===== src/rtl/fetch_queue_if.sv =====
// Fetch-to-decode queue interface: fetch-group enqueue side, decode issue side and status.
interface fetch_queue_if #(
  parameter int FETCH_WIDTH  = 2,
  parameter int DECODE_WIDTH = 2,
  parameter int DEPTH        = 8,
  parameter int PC_WIDTH     = 32,
  parameter int INSN_WIDTH   = 32
);
  logic                                flush;
  logic [FETCH_WIDTH-1:0]              inValid;
  logic [FETCH_WIDTH-1:0]              inTaken;
  logic [FETCH_WIDTH*PC_WIDTH-1:0]     inPc;
  logic [FETCH_WIDTH*INSN_WIDTH-1:0]   inInsn;
  logic                                inReady;
  logic [DECODE_WIDTH-1:0]             outValid;
  logic [DECODE_WIDTH*PC_WIDTH-1:0]    outPc;
  logic [DECODE_WIDTH*INSN_WIDTH-1:0]  outInsn;
  logic [DECODE_WIDTH-1:0]             outTaken;
  logic                                deqReady;
  logic [$clog2(DEPTH):0]              occupancy;

  modport master (
    output flush, inValid, inTaken, inPc, inInsn, deqReady,
    input  inReady, outValid, outPc, outInsn, outTaken, occupancy
  );

  modport slave (
    input  flush, inValid, inTaken, inPc, inInsn, deqReady,
    output inReady, outValid, outPc, outInsn, outTaken, occupancy
  );
endinterface


===== src/rtl/fetch_queue.sv =====
// Multi-lane fetch queue: kills lanes after the first predicted-taken lane, compacts the
// survivors into a circular buffer and issues up to DECODE_WIDTH oldest entries per cycle.
module fetch_queue #(
  parameter int FETCH_WIDTH  = 2,
  parameter int DECODE_WIDTH = 2,
  parameter int DEPTH        = 8,
  parameter int PC_WIDTH     = 32,
  parameter int INSN_WIDTH   = 32
) (
  input logic          clk,
  input logic          rstN,
  fetch_queue_if.slave bus
);
  localparam int AW = $clog2(DEPTH);
  localparam int CW = AW + 1;
  localparam logic [CW-1:0] DEPTH_C = CW'(DEPTH);
  localparam logic [CW-1:0] FW_C    = CW'(FETCH_WIDTH);
  localparam logic [CW-1:0] DW_C    = CW'(DECODE_WIDTH);

  logic [PC_WIDTH-1:0]   pc_mem   [DEPTH];
  logic [INSN_WIDTH-1:0] insn_mem [DEPTH];
  logic [DEPTH-1:0]      taken_mem;

  logic [AW-1:0] head_reg, head_next;
  logic [AW-1:0] tail_reg, tail_next;
  logic [CW-1:0] count_reg, count_next;

  logic [FETCH_WIDTH-1:0] kept;
  logic [AW-1:0]          slot_off [FETCH_WIDTH];
  logic [AW-1:0]          wr_addr  [FETCH_WIDTH];
  logic                   enq_blocked;
  logic [CW-1:0]          enq_count;
  logic [CW-1:0]          deq_count;
  logic                   in_ready;
  logic                   enq_fire;

  // Each kept lane lands at tail plus the number of kept lanes below it.
  always_comb begin
    kept        = '0;
    enq_blocked = 1'b0;
    enq_count   = '0;
    for (int i = 0; i < FETCH_WIDTH; i++) begin
      kept[i]     = bus.inValid[i] & ~enq_blocked;
      slot_off[i] = enq_count[AW-1:0];
      enq_count   = enq_count + CW'(kept[i]);
      enq_blocked = enq_blocked | (bus.inValid[i] & bus.inTaken[i]);
    end
  end

  assign in_ready  = (DEPTH_C - count_reg) >= FW_C;
  assign enq_fire  = in_ready && (enq_count != '0);
  assign deq_count = !bus.deqReady ? '0 : ((count_reg > DW_C) ? DW_C : count_reg);

  always_comb begin
    head_next  = head_reg;
    tail_next  = tail_reg;
    count_next = count_reg;
    if (bus.flush) begin
      head_next  = '0;
      tail_next  = '0;
      count_next = '0;
    end else begin
      head_next = head_reg + deq_count[AW-1:0];
      if (enq_fire) begin
        tail_next  = tail_reg + enq_count[AW-1:0];
        count_next = count_reg + enq_count - deq_count;
      end else begin
        count_next = count_reg - deq_count;
      end
    end
  end

  always_ff @(posedge clk or negedge rstN) begin
    if (!rstN) begin
      head_reg  <= '0;
      tail_reg  <= '0;
      count_reg <= '0;
    end else begin
      head_reg  <= head_next;
      tail_reg  <= tail_next;
      count_reg <= count_next;
    end
  end

  genvar gi;
  generate
    for (gi = 0; gi < FETCH_WIDTH; gi++) begin : g_wr
      assign wr_addr[gi] = tail_reg + slot_off[gi];
    end
  endgenerate

  // Storage is not reset; count/pointers alone define which entries are live.
  always_ff @(posedge clk) begin
    for (int i = 0; i < FETCH_WIDTH; i++) begin
      if (enq_fire && kept[i]) begin
        pc_mem[wr_addr[i]]    <= bus.inPc[i*PC_WIDTH +: PC_WIDTH];
        insn_mem[wr_addr[i]]  <= bus.inInsn[i*INSN_WIDTH +: INSN_WIDTH];
        taken_mem[wr_addr[i]] <= bus.inTaken[i];
      end
    end
  end

  generate
    for (gi = 0; gi < DECODE_WIDTH; gi++) begin : g_rd
      logic [AW-1:0] rd_addr;
      logic          lane_valid;
      assign rd_addr    = head_reg + AW'(gi);
      assign lane_valid = count_reg > CW'(gi);
      assign bus.outValid[gi] = lane_valid;
      assign bus.outPc[gi*PC_WIDTH +: PC_WIDTH]       = lane_valid ? pc_mem[rd_addr] : '0;
      assign bus.outInsn[gi*INSN_WIDTH +: INSN_WIDTH] = lane_valid ? insn_mem[rd_addr] : '0;
      assign bus.outTaken[gi] = lane_valid ? taken_mem[rd_addr] : 1'b0;
    end
  endgenerate

  assign bus.inReady   = in_ready;
  assign bus.occupancy = count_reg;
endmodule


===== src/flat_wrapper.sv =====
// flat-port wrapper written by rule: the top's interface ports become plain ports
module fetch_queue_flat 
#(
  parameter int FETCH_WIDTH  = 2,
  parameter int DECODE_WIDTH = 2,
  parameter int DEPTH        = 8,
  parameter int PC_WIDTH     = 32,
  parameter int INSN_WIDTH   = 32
)
  (clk, rstN, bus_flush, bus_inValid, bus_inTaken, bus_inPc, bus_inInsn, bus_deqReady, bus_inReady, bus_outValid, bus_outPc, bus_outInsn, bus_outTaken, bus_occupancy);
  fetch_queue_if #(.FETCH_WIDTH(FETCH_WIDTH), .DECODE_WIDTH(DECODE_WIDTH), .DEPTH(DEPTH), .PC_WIDTH(PC_WIDTH), .INSN_WIDTH(INSN_WIDTH)) bus_i ();
  input logic clk;
  input logic rstN;
  input wire logic [$bits(bus_i.flush)-1:0] bus_flush;
  input wire logic [$bits(bus_i.inValid)-1:0] bus_inValid;
  input wire logic [$bits(bus_i.inTaken)-1:0] bus_inTaken;
  input wire logic [$bits(bus_i.inPc)-1:0] bus_inPc;
  input wire logic [$bits(bus_i.inInsn)-1:0] bus_inInsn;
  input wire logic [$bits(bus_i.deqReady)-1:0] bus_deqReady;
  output wire logic [$bits(bus_i.inReady)-1:0] bus_inReady;
  output wire logic [$bits(bus_i.outValid)-1:0] bus_outValid;
  output wire logic [$bits(bus_i.outPc)-1:0] bus_outPc;
  output wire logic [$bits(bus_i.outInsn)-1:0] bus_outInsn;
  output wire logic [$bits(bus_i.outTaken)-1:0] bus_outTaken;
  output wire logic [$bits(bus_i.occupancy)-1:0] bus_occupancy;
  assign bus_i.flush = bus_flush;
  assign bus_i.inValid = bus_inValid;
  assign bus_i.inTaken = bus_inTaken;
  assign bus_i.inPc = bus_inPc;
  assign bus_i.inInsn = bus_inInsn;
  assign bus_i.deqReady = bus_deqReady;
  assign bus_inReady = bus_i.inReady;
  assign bus_outValid = bus_i.outValid;
  assign bus_outPc = bus_i.outPc;
  assign bus_outInsn = bus_i.outInsn;
  assign bus_outTaken = bus_i.outTaken;
  assign bus_occupancy = bus_i.occupancy;
  fetch_queue #(.FETCH_WIDTH(FETCH_WIDTH), .DECODE_WIDTH(DECODE_WIDTH), .DEPTH(DEPTH), .PC_WIDTH(PC_WIDTH), .INSN_WIDTH(INSN_WIDTH)) u_core (.clk(clk), .rstN(rstN), .bus(bus_i));
endmodule

===== config.mk =====
export PLATFORM = sky130hd
export DESIGN_NAME = fetch_queue_flat
export DESIGN_NICKNAME = d
export VERILOG_FILES = /design/src/rtl/fetch_queue_if.sv /design/src/rtl/fetch_queue.sv /design/src/flat_wrapper.sv
export SDC_FILE = /design/constraint.sdc
export NUM_CORES = 1
export LEC_CHECK = 0
export BUFFER_PORTS_ARGS = -buffer_cell sky130_fd_sc_hd__clkbuf_2
export CORE_ASPECT_RATIO = 0.6
export CORE_UTILIZATION = 50
export DETAILED_ROUTE_END_ITERATION = 7
export PLACE_DENSITY = 0.66
export SYNTH_ARGS = -nofsm -noshare
export SYNTH_HDL_FRONTEND = slang
export SYNTH_SLANG_ARGS = --single-unit

===== constraint.sdc =====
create_clock -name clk -period 7.9 [get_ports clk]
set_input_delay 1.58 -clock clk [delete_from_list [all_inputs] [get_ports clk]]
set_output_delay 1.58 -clock clk [all_outputs]
set_load 0.005 [all_outputs]

; ---- After elaboration in Yosys (flattened, before gate mapping)
; Memories as Yosys holds them, arrays and structs flattened.
; Cells that the tools add are included.
[word_totals]
register_bits = 18
elab_cells = 64
n_memories = 2
mem_bits_rw = 512
[memory_table]
columns = name, depth, width, rd, rd_ports_with_merged_regs, write_ports, line
row1 = u_core.insn_mem, 8, 32, 2, 0, 2, fetch_queue.sv:21  ; logic [INSN_WIDTH-1:0] insn_mem [DEPTH];
row2 = u_core.pc_mem, 8, 32, 2, 0, 2, fetch_queue.sv:20  ; logic [PC_WIDTH-1:0] pc_mem [DEPTH];
[classes]
n_addsub = 9
n_lt_le_gt_ge = 10
reduce_logical = 7
n_bitwise = 3
muxes = 29
[op_table]
columns = op, count
row1 = 2-to-1 mux 32 bit, 4
row2 = bitwise mux 8 bit, 2
row3 = < comparator 3 x 4 -> 1 bit (second input constant), 4
row4 = 2-to-1 mux 4 bit, 4
row5 = 2-to-1 mux 8 bit, 2
row6 = 2-to-1 mux 1 bit, 10
row7 = 2-to-1 mux 3 bit, 3
row8 = > comparator 4 x 1 -> 1 bit (second input constant), 2
row9 = subtractor 4 bit, 2
row10 = adder 3 bit, 2
row11 = binary-select mux 1 bit (select 3 bit), 2
row12 = demux 1 bit (select 3 bit), 2
row13 = greater-or-equal comparator 3 x 1 -> 1 bit (second input constant), 2
row14 = logical AND 1 bit, 5
row15 = adder 4 bit, 1
row16 = greater-or-equal comparator 4 x 2 -> 1 bit (second input constant), 1
row17 = > comparator 4 x 2 -> 1 bit (second input constant), 1
row18 = nonzero test 4 bit, 1
row19 = subtractor 4 bit (first input constant), 1
row20 = adder 3 x 1 -> 3 bit, 1
row21 = adder 3 x 1 -> 3 bit (second input constant), 1
row22 = adder 1 x 1 -> 2 bit, 1
row23 = AND 1 bit, 2
row24 = nonzero test 2 bit, 1
row25 = inverter 1 bit, 1

; ---- Logic depth before layout (Yosys ltp)
; Gate-level depths: netlist of the first run.
[logic_depth]
word_depth = 10
mapped_depth = 13

; ---- Worst setup path before layout of the first run
; OpenSTA, ideal clock, no wires.
[synth_timing]
kind = input-to-reg
start = input port bus_inTaken[0]
end = memory u_core.insn_mem[3][0], enable pin
setup_slack_ps = 78
path_stages = 6
arrival_ps = 7241
cell_sequence = clkbuf_1 -> a21bo_2 -> ha_1 -> inv_1 -> nand4_1 -> o31ai_1
[synth_rtl]
columns = item, line
row1 = "start, declared", flat_wrapper.sv:16  ; input wire logic [$bits(bus_i.inTaken)-1:0] bus_inTaken;
row2 = "end, declared", fetch_queue.sv:21

; ---- Worst setup path after layout of the first run
[layout_timing]
start = register u_core.head_reg[0]
end = output port bus_outPc[58]
[layout_via]
elab_chain_cells = 3
[layout_lines]
columns = item, line
row1 = "start, declared", fetch_queue.sv:24  ; logic [AW-1:0] head_reg, head_next;
row2 = "start signal, assigned", fetch_queue.sv:79  ; head_reg <= head_next;
row3 = adder 3 x 1 -> 3 bit, fetch_queue.sv:107  ; assign rd_addr = head_reg + AW'(gi);
row4 = memory read (8 x 32 bit), --
row5 = 2-to-1 mux 32 bit, fetch_queue.sv:110  ; assign bus.outPc[gi*PC_WIDTH +: PC_WIDTH] = lane_valid ? pc_mem[rd_addr] : '0;
row6 = "end, declared", flat_wrapper.sv:22  ; output wire logic [$bits(bus_i.outPc)-1:0] bus_outPc;
; Every way passes these cells.

==> results of run 1 <==
-- power groups by stage --
stage                     Sequential [mW]  Clock, mW  Combinational (mW)
after floorplan                      3.84          0                3.20
after global placement               3.95          0                4.85
after detailed placement             3.98          0                4.91
after CTS                            3.92       2.61                4.93
after global routing                 3.97       2.71                5.20
final                                3.93       2.58                4.86
-- path summary, 6_finish.rpt --
check | from | end | slack, ns | cells after the start
max | u_core.head_reg[0]$_DFF_PN0_ | bus_outPc[58] | 2.39 | 6
min | u_core.taken_mem[5]$_DFF_P_ | u_core.taken_mem[5]$_DFF_P_ | 0.50 | 2
max reg2reg | u_core.bus.occupancy[1]$_DFF_PN0_ | u_core.pc_mem[3][31]$_DFFE_PP_ | 3.67 | 8
min reg2reg | u_core.taken_mem[5]$_DFF_P_ | u_core.taken_mem[5]$_DFF_P_ | 0.50 | 2
max in group asynchronous | rstN | u_core.head_reg[2]$_DFF_PN0_ | 6.80 | 1
min in group asynchronous | rstN | u_core.bus.occupancy[1]$_DFF_PN0_ | 0.84 | 1
-- critical path, delay by kind of cell (launching register included) --
family	cells	cell delay (ns)
adders and majority gates	1	0.78
and+or+nand+nor	1	0.10
buffers and inverters	2	0.75
muxes	1	0.58
DFF	1	0.97
AOI/OAI and AO/OA	1	0.10
-- Yosys cell counts, types with 5 or more instances --
library cell,n
edfxtp_1,512
mux2_2,401
mux4_2,260
nand2_1,137
mux2_1,89
nor2_1,86
mux2i_1,74
a21oi_1,71
buf_2,67
clkbuf_1,48
mux2_4,27
buf_1,22
ha_1,18
buf_6,17
inv_1,13
dfrtp_1,10
dfxtp_1,8
o211ai_1,8
buf_4,7
o21ai_0,6
xor2_1,6
nor2b_1,5
-- per-layer routing --
metal | track usage (%) | up-vias | part of all wire, %
met5 | 0 | - | 0.098
met4 | 7.197 | 14 | 2.1
met3 | 5.100 | 122 | 7.5
met2 | 45.23 | 807 | 49
met1 | 38.31 | 10318 | 42
li1 | - | 8232 | -
-- area by class of cell --
class	count	area, µm²
fill	4808	26340
sequential	530	15800
multi-input combinational	1231	14650
timing repair buffer	312	1699
clock buffer	62	1403
tap	828	1036
clock inverter	33	316.6
inverter	13	48.80
antenna	8	20.02
-- kinds of logic (layout without fill, tap and decap cells) --
| kind of cell | after synthesis | in the layout | share of synthesized area (%) |
|---|---|---|---|
| muxes | 851 | 851 | 40.15 |
| DFF | 530 | 530 | 50.62 |
| and+or+nand+nor | 247 | 247 | 3.258 |
| buffers and inverters | 174 | 420 | 2.857 |
| AOI/OAI and AO/OA | 101 | 101 | 1.866 |
| adders and majority gates | 22 | 22 | 0.9791 |
| xor gates and xnor gates | 9 | 9 | 0.2528 |
| other | 1 | 9 | 0.01203 |
==> flow_summary.ini, run 1 <==
[global_routing]
grt_pass1_wl_um = 129800
grt_use_total_pct = 27.67
grt_pass1_vias = 19895
grt-ovfl-total = 0
grt_max_degree = 153
antenna_found_initial = 14

[clocking]
cts_tree = built
worstSkewPairLatency_ns = 0.62
root_buffer = clkbuf_16
cts.clk_slew.worst_paths_ns = 0.06
numCtsBuffers = 53
clockBufferDepth = 3
cts_resized = 0
cts_setup_buffers = 0
cts_sinks = 530
htreeDepth = 2
ctsHoldBuffers = 0

[final_layout]
fin_area_um2 = 34970
layout_commonest_cell = edfxtp_1
areaGrowthSynthToFinish_pct = 12.14
final_util_pct = 57.03
layout-drive-gt1-share_pct = 50.62
stdcell_count = 3017
final_cell_mix = edfxtp_1 (512), mux2_2 (401), clkbuf_2 (272)
nets = 2299

[floorplan]
die_h_um = 195.4
die-area_um2 = 63400
num_rows = 70
start_util_pct = 50.86
ioPinCount = 273
core_um2 = 61310
chipWidth_um = 324.4

[critical_path]
cp-start-kind = register
critPathMaxFanout = 48
worstSetupPathType = reg2out
critPathMaxStageDelay_ns = 0.97
critical_path_arrival_ns = 3.93
cp_cell_sequence = ha_4 > buf_4 > mux4_2 > nand2_1 > a21oi_1 > clkbuf_2
crit_path_end_kind = output pin
cpMaxStageDelayCell = dfrtp_4
critPathRequiredTime_ns = 6.32

[synthesis]
synth-seq-cells = 530
synth.distinct_cells = 51
synth_edf_count = 512
yosysTopAreaCell = edfxtp_1
synth_top_cells_by_area = edfxtp_1 (49%), mux4_2 (19%), mux2_2 (14%)
synth_top_cell_area_share_pct = 49.31
synth_cells = 1935
synth.net_count = 2093
synthArstFlopShare_pct = 1.887
synth_ff_type = edfxtp_1
seq_area_frac_synth_pct = 50.62
avgSynthCellArea_um2 = 16.11
synthesis.area_um2 = 31180
yosys_warnings = 0

[route]
first_pass_iters = 5
drt_iter0_markers = 1708
drc = 0
dr_total_vias = 19493
post_drt_wl_per_cell_um = 29.39
vias_per_cell = 6.461
ant_nets = 0
wl_um = 88670

[placement]
place_area_um2 = 33230
dp.cells = 2914
port_buffers = 272
dp_slack_ns = 2.917
place.gp.congestion = 0.8102
post-dp-hpwl_um = 49490

[pwr]
netSwitchingPower_mw = 4.059
leakage_nw = 11.93
power_mw = 11.37
p_comb_share_pct = 42.8
p_int_mw = 7.314
netSwitchingFraction_pct = 35.69
vdd_ir_drop_max_uv = 207.5
seq_power_share_pct = 34.6
power_frac_clock_pct = 22.7
power_density_nw_per_um2 = 325.2

[sta]
rsz0062_at_grt = no
final-hold-violation-count = 0
whs_ns = 0.5019
layout_worst_path_cycle_share_pct = 69.80
fin_worst_skew_ns = 0.02327
min_period_ns = 5.514
fmax_ghz = 0.1814
fin_tns_setup_ns = 0
tightest_slew_ns = 1.153
setup_violations = 0
slew_headroom_pct = 23.14
setup_ws_ns = 2.386
final_max_slew_viol_count = 0

[hold_path]
min-delay-path-class = reg2reg

[outcome]
outcome = complete, no violations

[job]
maxCapViolCount = 0
No activity file was read; power rests on OpenSTA's default activity.
==> inputs of run 2 (changes only) <==
==> constraint.sdc (replaced) <==
create_clock -name clk -period 5.2 [get_ports clk]
set_input_delay 1.04 -clock clk [delete_from_list [all_inputs] [get_ports clk]]
set_output_delay 1.04 -clock clk [all_outputs]
set_load 0.005 [all_outputs]
==> run 2 against run 1 <==
Net effect: sequential cell count is the same; clock-buffer cell count is the same; register-to-register slack lost 2.5 ns; critical path depth is the same; clock skew shrank 0.0076 ns; design area grew 0.43%; sequential share of layout area shrank 0.19 points; final cell count grew 0.17%; non-clock buffer count grew 6; global-route usage grew 0.34 points; clock power grew 45%; critical endpoint is now bus_outInsn[62].
==> flow_summary.ini, run 2 (same netlist as run 1, synthesis figures left out) <==
[global_routing]
grt-ovfl-total = 0
grt_use_total_pct = 28.01
grt_max_degree = 132
grt_pass1_wl_um = 132300
antenna_found_initial = 8
grt_pass1_vias = 19921

[clocking]
cts_resized = 0
root_buffer = clkbuf_16
cts.clk_slew.worst_paths_ns = 0.06
worstSkewPairLatency_ns = 0.61
numCtsBuffers = 53
cts_tree = built
ctsHoldBuffers = 0
htreeDepth = 2
cts_sinks = 530
cts_setup_buffers = 0
clockBufferDepth = 3

[critical_path]
cp-start-kind = register
cp_common_cell = buf_4
cpMaxStageDelayCell = buf_4
crit_path_end_kind = output pin
critPathMaxStageDelay_ns = 0.60
critPathRequiredTime_ns = 4.16
critPathMaxFanout = 29
worstSetupPathType = reg2out
critical_path_arrival_ns = 3.13
cp_cell_sequence = buf_4 > xnor2_2 > buf_4 > nand2_1 > a21oi_1 > clkbuf_2

[floorplan]
num_rows = 70
die-area_um2 = 63400
start_util_pct = 50.86
core_um2 = 61310
ioPinCount = 273
chipWidth_um = 324.4
die_h_um = 195.4

[sta]
final-hold-violation-count = 0
fin_tns_setup_ns = 0
min_period_ns = 4.172
rsz0062_at_grt = no
slew_headroom_pct = 35.50
fin_worst_skew_ns = 0.01565
fmax_ghz = 0.2397
setup_violations = 0
layout_worst_path_cycle_share_pct = 80.23
tightest_slew_ns = 0.9675
final_max_slew_viol_count = 0

[outcome]
outcome = complete, no violations

[pwr]
netSwitchingFraction_pct = 35.89
power_frac_clock_pct = 21.7
leakage_nw = 11.99
power_density_nw_per_um2 = 492.2
seq_power_share_pct = 34.0
p_comb_share_pct = 44.3
vdd_ir_drop_max_uv = 482.9
netSwitchingPower_mw = 6.205
p_int_mw = 11.08

[route]
drc = 0
wl_um = 89230
vias_per_cell = 6.474
first_pass_iters = 5
dr_total_vias = 19565
post_drt_wl_per_cell_um = 29.53
drt_iter0_markers = 1927
ant_nets = 0

[final_layout]
fillCellCount = 4854
fin_area_um2 = 35120
layout-drive-gt1-share_pct = 50.52
areaGrowthSynthToFinish_pct = 12.63
nets = 2305
final_cell_mix = edfxtp_1 (512), mux2_2 (401), clkbuf_2 (272)
layout_commonest_cell = edfxtp_1

[placement]
post-dp-hpwl_um = 50640
place_area_um2 = 33460
place.gp.congestion = 0.8294
port_buffers = 272

[job]
maxCapViolCount = 0

[hold_path]
min-delay-path-class = in2async
==> run 2: layer usage <==
metal	global-route usage, %	routed length [µm]
met5	0	62
met4	5.512	1380
met3	4.957	7191
met2	43.98	42060
met1	41.17	38540
==> run 2: path summary, 6_finish.rpt <==
path                                                        start                           endpoint  slack (ns)  cells past startpoint
worst max-delay path                 u_core.head_reg[2]$_DFF_PN0_                    bus_outInsn[62]        1.03                      6
worst min-delay path                                         rstN  u_core.bus.occupancy[3]$_DFF_PN0_        0.32                      1
worst max register to register  u_core.bus.occupancy[1]$_DFF_PN0_     u_core.pc_mem[1][27]$_DFFE_PP_        1.17                      8
worst min register to register        u_core.taken_mem[5]$_DFF_P_        u_core.taken_mem[5]$_DFF_P_        0.51                      2
max in group asynchronous                                    rstN       u_core.head_reg[0]$_DFF_PN0_        4.62                      1
min in group clk                      u_core.taken_mem[5]$_DFF_P_        u_core.taken_mem[5]$_DFF_P_        0.51                      2
==> run 2: cell type report <==
class | count | area [µm²] | area share, %
Antenna cell | 3 | 7.507 | 0.02138
Timing Repair Buffer | 318 | 1932 | 5.501
Tap cell | 828 | 1036 | 2.950
Inverter | 13 | 48.80 | 0.1389
Sequential cell | 530 | 15800 | 44.98
Clock buffer | 62 | 1403 | 3.994
Clock inverter | 37 | 247.7 | 0.7054
Multi-Input combinational cell | 1231 | 14650 | 41.71
==> run 2: critical path: cells and delay by family (launching register included) <==
family,cells,cell delay [ns]
buffers and inverters,3,1.35
DFF,1,0.47
AOI/OAI and AO/OA,1,0.30
xor gates and xnor gates,1,0.21
and+or+nand+nor,1,0.18
==> run 2: per-stage QoR <==
stage	hold WS (ns)	util, %	worst slack [ns]	total power [mW]	cells
2_1_floorplan	0.4584	-	0.5202	10.69	1935
3_3_place_gp	0.4780	54.58	1.140	13.53	2920
3_5_place_dp	0.4904	54.58	1.090	13.66	2920
4_1_cts	0.2921	57.27	1.075	17.40	3019
5_1_grt	0.3143	57.28	0.9579	18.10	3021
6_report	0.3153	57.28	1.028	17.29	3022
==> run 2: power groups by stage <==
stage	logic [mW]	registers, mW	clock network, mW
floorplan	4.87	5.82	0
global placement	7.63	5.90	0
detailed placement	7.71	5.95	0
CTS	7.73	5.86	3.80
global route	8.20	5.94	3.95
finish	7.65	5.88	3.75
==> inputs of run 3 (changes only) <==
--- a/config.mk
+++ b/config.mk
@@ -5,11 +5,12 @@
 export SDC_FILE = /design/constraint.sdc
 export NUM_CORES = 1
 export LEC_CHECK = 0
+export ABC_AREA = 1
 export BUFFER_PORTS_ARGS = -buffer_cell sky130_fd_sc_hd__clkbuf_2
 export CORE_ASPECT_RATIO = 0.6
 export CORE_UTILIZATION = 50
 export DETAILED_ROUTE_END_ITERATION = 7
-export PLACE_DENSITY = 0.66
+export PLACE_DENSITY = 0.68
 export SYNTH_ARGS = -nofsm -noshare
 export SYNTH_HDL_FRONTEND = slang
 export SYNTH_SLANG_ARGS = --single-unit
==> constraint.sdc (replaced) <==
create_clock -name clk -period 3.6 [get_ports clk]
set_input_delay 0.72 -clock clk [delete_from_list [all_inputs] [get_ports clk]]
set_output_delay 0.72 -clock clk [all_outputs]
set_load 0.005 [all_outputs]
==> run 3 against run 2 <==
Net effect: clock skew increased by 0.00052 ns; die area up 4.2%; first-iteration DRC count grew 140%; routed wire length rose by 22%; sequential cell count unchanged; combinational power up 63%; global-route usage grew 3.9 points; register-to-register slack got worse by 0.58 ns; non-clock buffer count rose by 46; critical path type unchanged; critical endpoint is now bus_outInsn[25]; largest cell class unchanged; highest routed layer unchanged.
==> flow_summary.ini, run 3 <==
[outcome]
outcome = complete, no violations

[final_layout]
final_util_pct = 57.11
layout-drive-gt1-share_pct = 13.82
areaGrowthSynthToFinish_pct = 11.41
nets = 4289
layout_commonest_cell = nand2_1
register_area_um2 = 15800
final_cell_mix = nand2_1 (875), o21ai_0 (669), edfxtp_1 (512)
multi_input_area_um2 = 13950
fillCellCount = 5717

[synthesis]
seq_area_frac_synth_pct = 48.55
synth_ff_type = edfxtp_1
synthesis.area_um2 = 32510
yosysTopAreaCell = edfxtp_1
yosysMostFrequentCell = nand2_1
synth.cells.most_frequent = nand2_1 (884), o21ai_0 (670), edfxtp_1 (512)
synth_top_cell_area_share_pct = 47.29
avgSynthCellArea_um2 = 7.912
synth_edf_count = 512
synthArstFlopShare_pct = 1.887
synth_cells = 4109
synth.net_count = 4267
synth_top_cells_by_area = edfxtp_1 (47%), o21ai_0 (10%), nand2_1 (10%)
synth.distinct_cells = 35
synth-seq-cells = 530
yosys_warnings = 0

[critical_path]
critPathMaxFanout = 70
cp-start-kind = register
crit_path_end_kind = output pin
critical_path_arrival_ns = 2.83
critPathRequiredTime_ns = 2.88
worstSetupPathType = reg2out

[sta]
final_max_slew_viol_count = 0
layout_worst_path_cycle_share_pct = 98.72
tightest_slew_ns = 0.7633
min_period_ns = 3.554
fin_worst_skew_ns = 0.01618
slew_headroom_pct = 49.11
setup_violations = 0
final-hold-violation-count = 0
fmax_ghz = 0.2814

[global_routing]
grt_pass1_wl_um = 161200
grt_use_total_pct = 31.96
grt-ovfl-total = 0
grt_pass1_vias = 26722
antenna_found_initial = 6
grt_max_degree = 160

[pwr]
vdd_ir_drop_max_uv = 623.4
power_density_nw_per_um2 = 751.4
power_mw = 27.22
leakage_nw = 14.92

[floorplan]
ioPinCount = 273
die_h_um = 199.5
num_rows = 71
chipWidth_um = 331.2
core_um2 = 63430
start_util_pct = 51.26
die-area_um2 = 66080

[clocking]
clockBufferDepth = 3
numCtsBuffers = 54
cts.clk_slew.worst_paths_ns = 0.07
cts_sinks = 530
htreeDepth = 2
worstSkewPairLatency_ns = 0.63
root_buffer = clkbuf_16
cts_tree = built

[route]
vias_per_cell = 5.961
drt_iter0_markers = 4564
first_pass_iters = 7
post_drt_wl_per_cell_um = 21.69
drc = 0
ant_nets = 0
dr_total_vias = 29902
wl_um = 108800

[placement]
post-dp-hpwl_um = 61370
port_buffers = 272
place.gp.congestion = 0.9093

[hold_path]
min-delay-path-class = in2reg

[job]
maxCapViolCount = 0
## run 3: cell types whose count changed in the layout (fill, tap and decap cells not counted), moves of 216 or more
cell / previous run / this run
o21ai_0: 6 / 669
o21ai_1: 1 / 217
mux4_2: 260 / 0
mux2_2: 401 / 0
nor2_1: 86 / 344
a21oi_1: 71 / 334
nand3_1: 1 / 225
nand2_1: 132 / 875
## run 3: power by group
part           switching [mW]  internal, mW
Combinational            8.40          4.12
Clock                    2.53          3.37
Sequential              0.547          8.26
## run 3: cells by family (layout without fill, tap and decap cells)
group,count (synthesis),in the layout,share of synthesized area [%]
AOI/OAI and AO/OA,1318,1318,20.94
xor gates and xnor gates,5,5,0.1347
adders and majority gates,22,22,0.9390
buffers and inverters,631,698,9.109
DFF,530,530,48.55
other,1,2,0.01153
and+or+nand+nor,1602,1602,20.31
## run 3: cell type report
type / count / area share (%)
multi-input cells: 2948 / 38.50
flip-flops and latches: 530 / 43.61
well taps: 839 / 2.898
clock inverters: 26 / 0.6978
repair buffers: 364 / 7.510
diodes: 1 / 0.006909
clock buffers: 75 / 4.290
inverters: 233 / 2.484
## run 3: layer usage
layer / vias to the layer above / global-route usage, % / wire, µm
li1: 14116 / - / -
met1: 13710 / 47.43 / 46660
met5: - / 0 / 68
met2: 1860 / 46.38 / 45350
met4: 10 / 9.027 / 2571
met3: 206 / 7.365 / 14160
## run 3: metrics by stage
stage / std cells / TNS [ns] / setup WS, ns / hold WS [ns] / area (µm²)
after CTS: 5008 / 0 / 0.003235 / 0.3424 / 36070
after detailed placement: 4905 / 0 / 0.4806 / 0.5506 / 34150
final: 5016 / 0 / 0.04613 / 0.3790 / 36220
after global placement: 4905 / 0 / 0.5107 / 0.5371 / 34150
after global routing: 5015 / -0.001104 / -0.001104 / 0.3750 / 36220
after floorplan: 4109 / 0 / 0.4454 / 0.4244 / 32530
## run 3: critical path: stages, from the launching register on
cell and delay, ns:
dfrtp_4 0.58, buf_4 0.22, clkbuf_16 0.28, a21oi_1 0.20, o21ai_0 0.10, nand3_1 0.09, nand2_1 0.05, a31oi_1 0.45
clkbuf_2 0.22
## run 3: timing repair
item                                    4_1_cts  5_1_grt
hold endpoints to repair                     10        0
resized for setup                            17        7
setup buffers                                 0        4
cloned                                        1        3
hold buffers                                  1        0
pin swaps                                     0        1
endpoints found under the setup margin       21       30
## run 3: final timing paths
kind,start,end,slack [ns],cells after the start
max,u_core.head_reg[0]$_DFF_PN0_,bus_outInsn[25],0.05,8
min,bus_flush,u_core.head_reg[0]$_DFF_PN0_,0.38,2
max reg2reg,u_core.bus.occupancy[1]$_DFF_PN0_,u_core.pc_mem[3][20]$_DFFE_PP_,0.59,9
min reg2reg,u_core.taken_mem[7]$_DFF_P_,u_core.taken_mem[7]$_DFF_P_,0.57,4
max in group asynchronous,rstN,u_core.head_reg[1]$_DFF_PN0_,2.68,2
min in group asynchronous,rstN,u_core.head_reg[0]$_DFF_PN0_,0.62,2
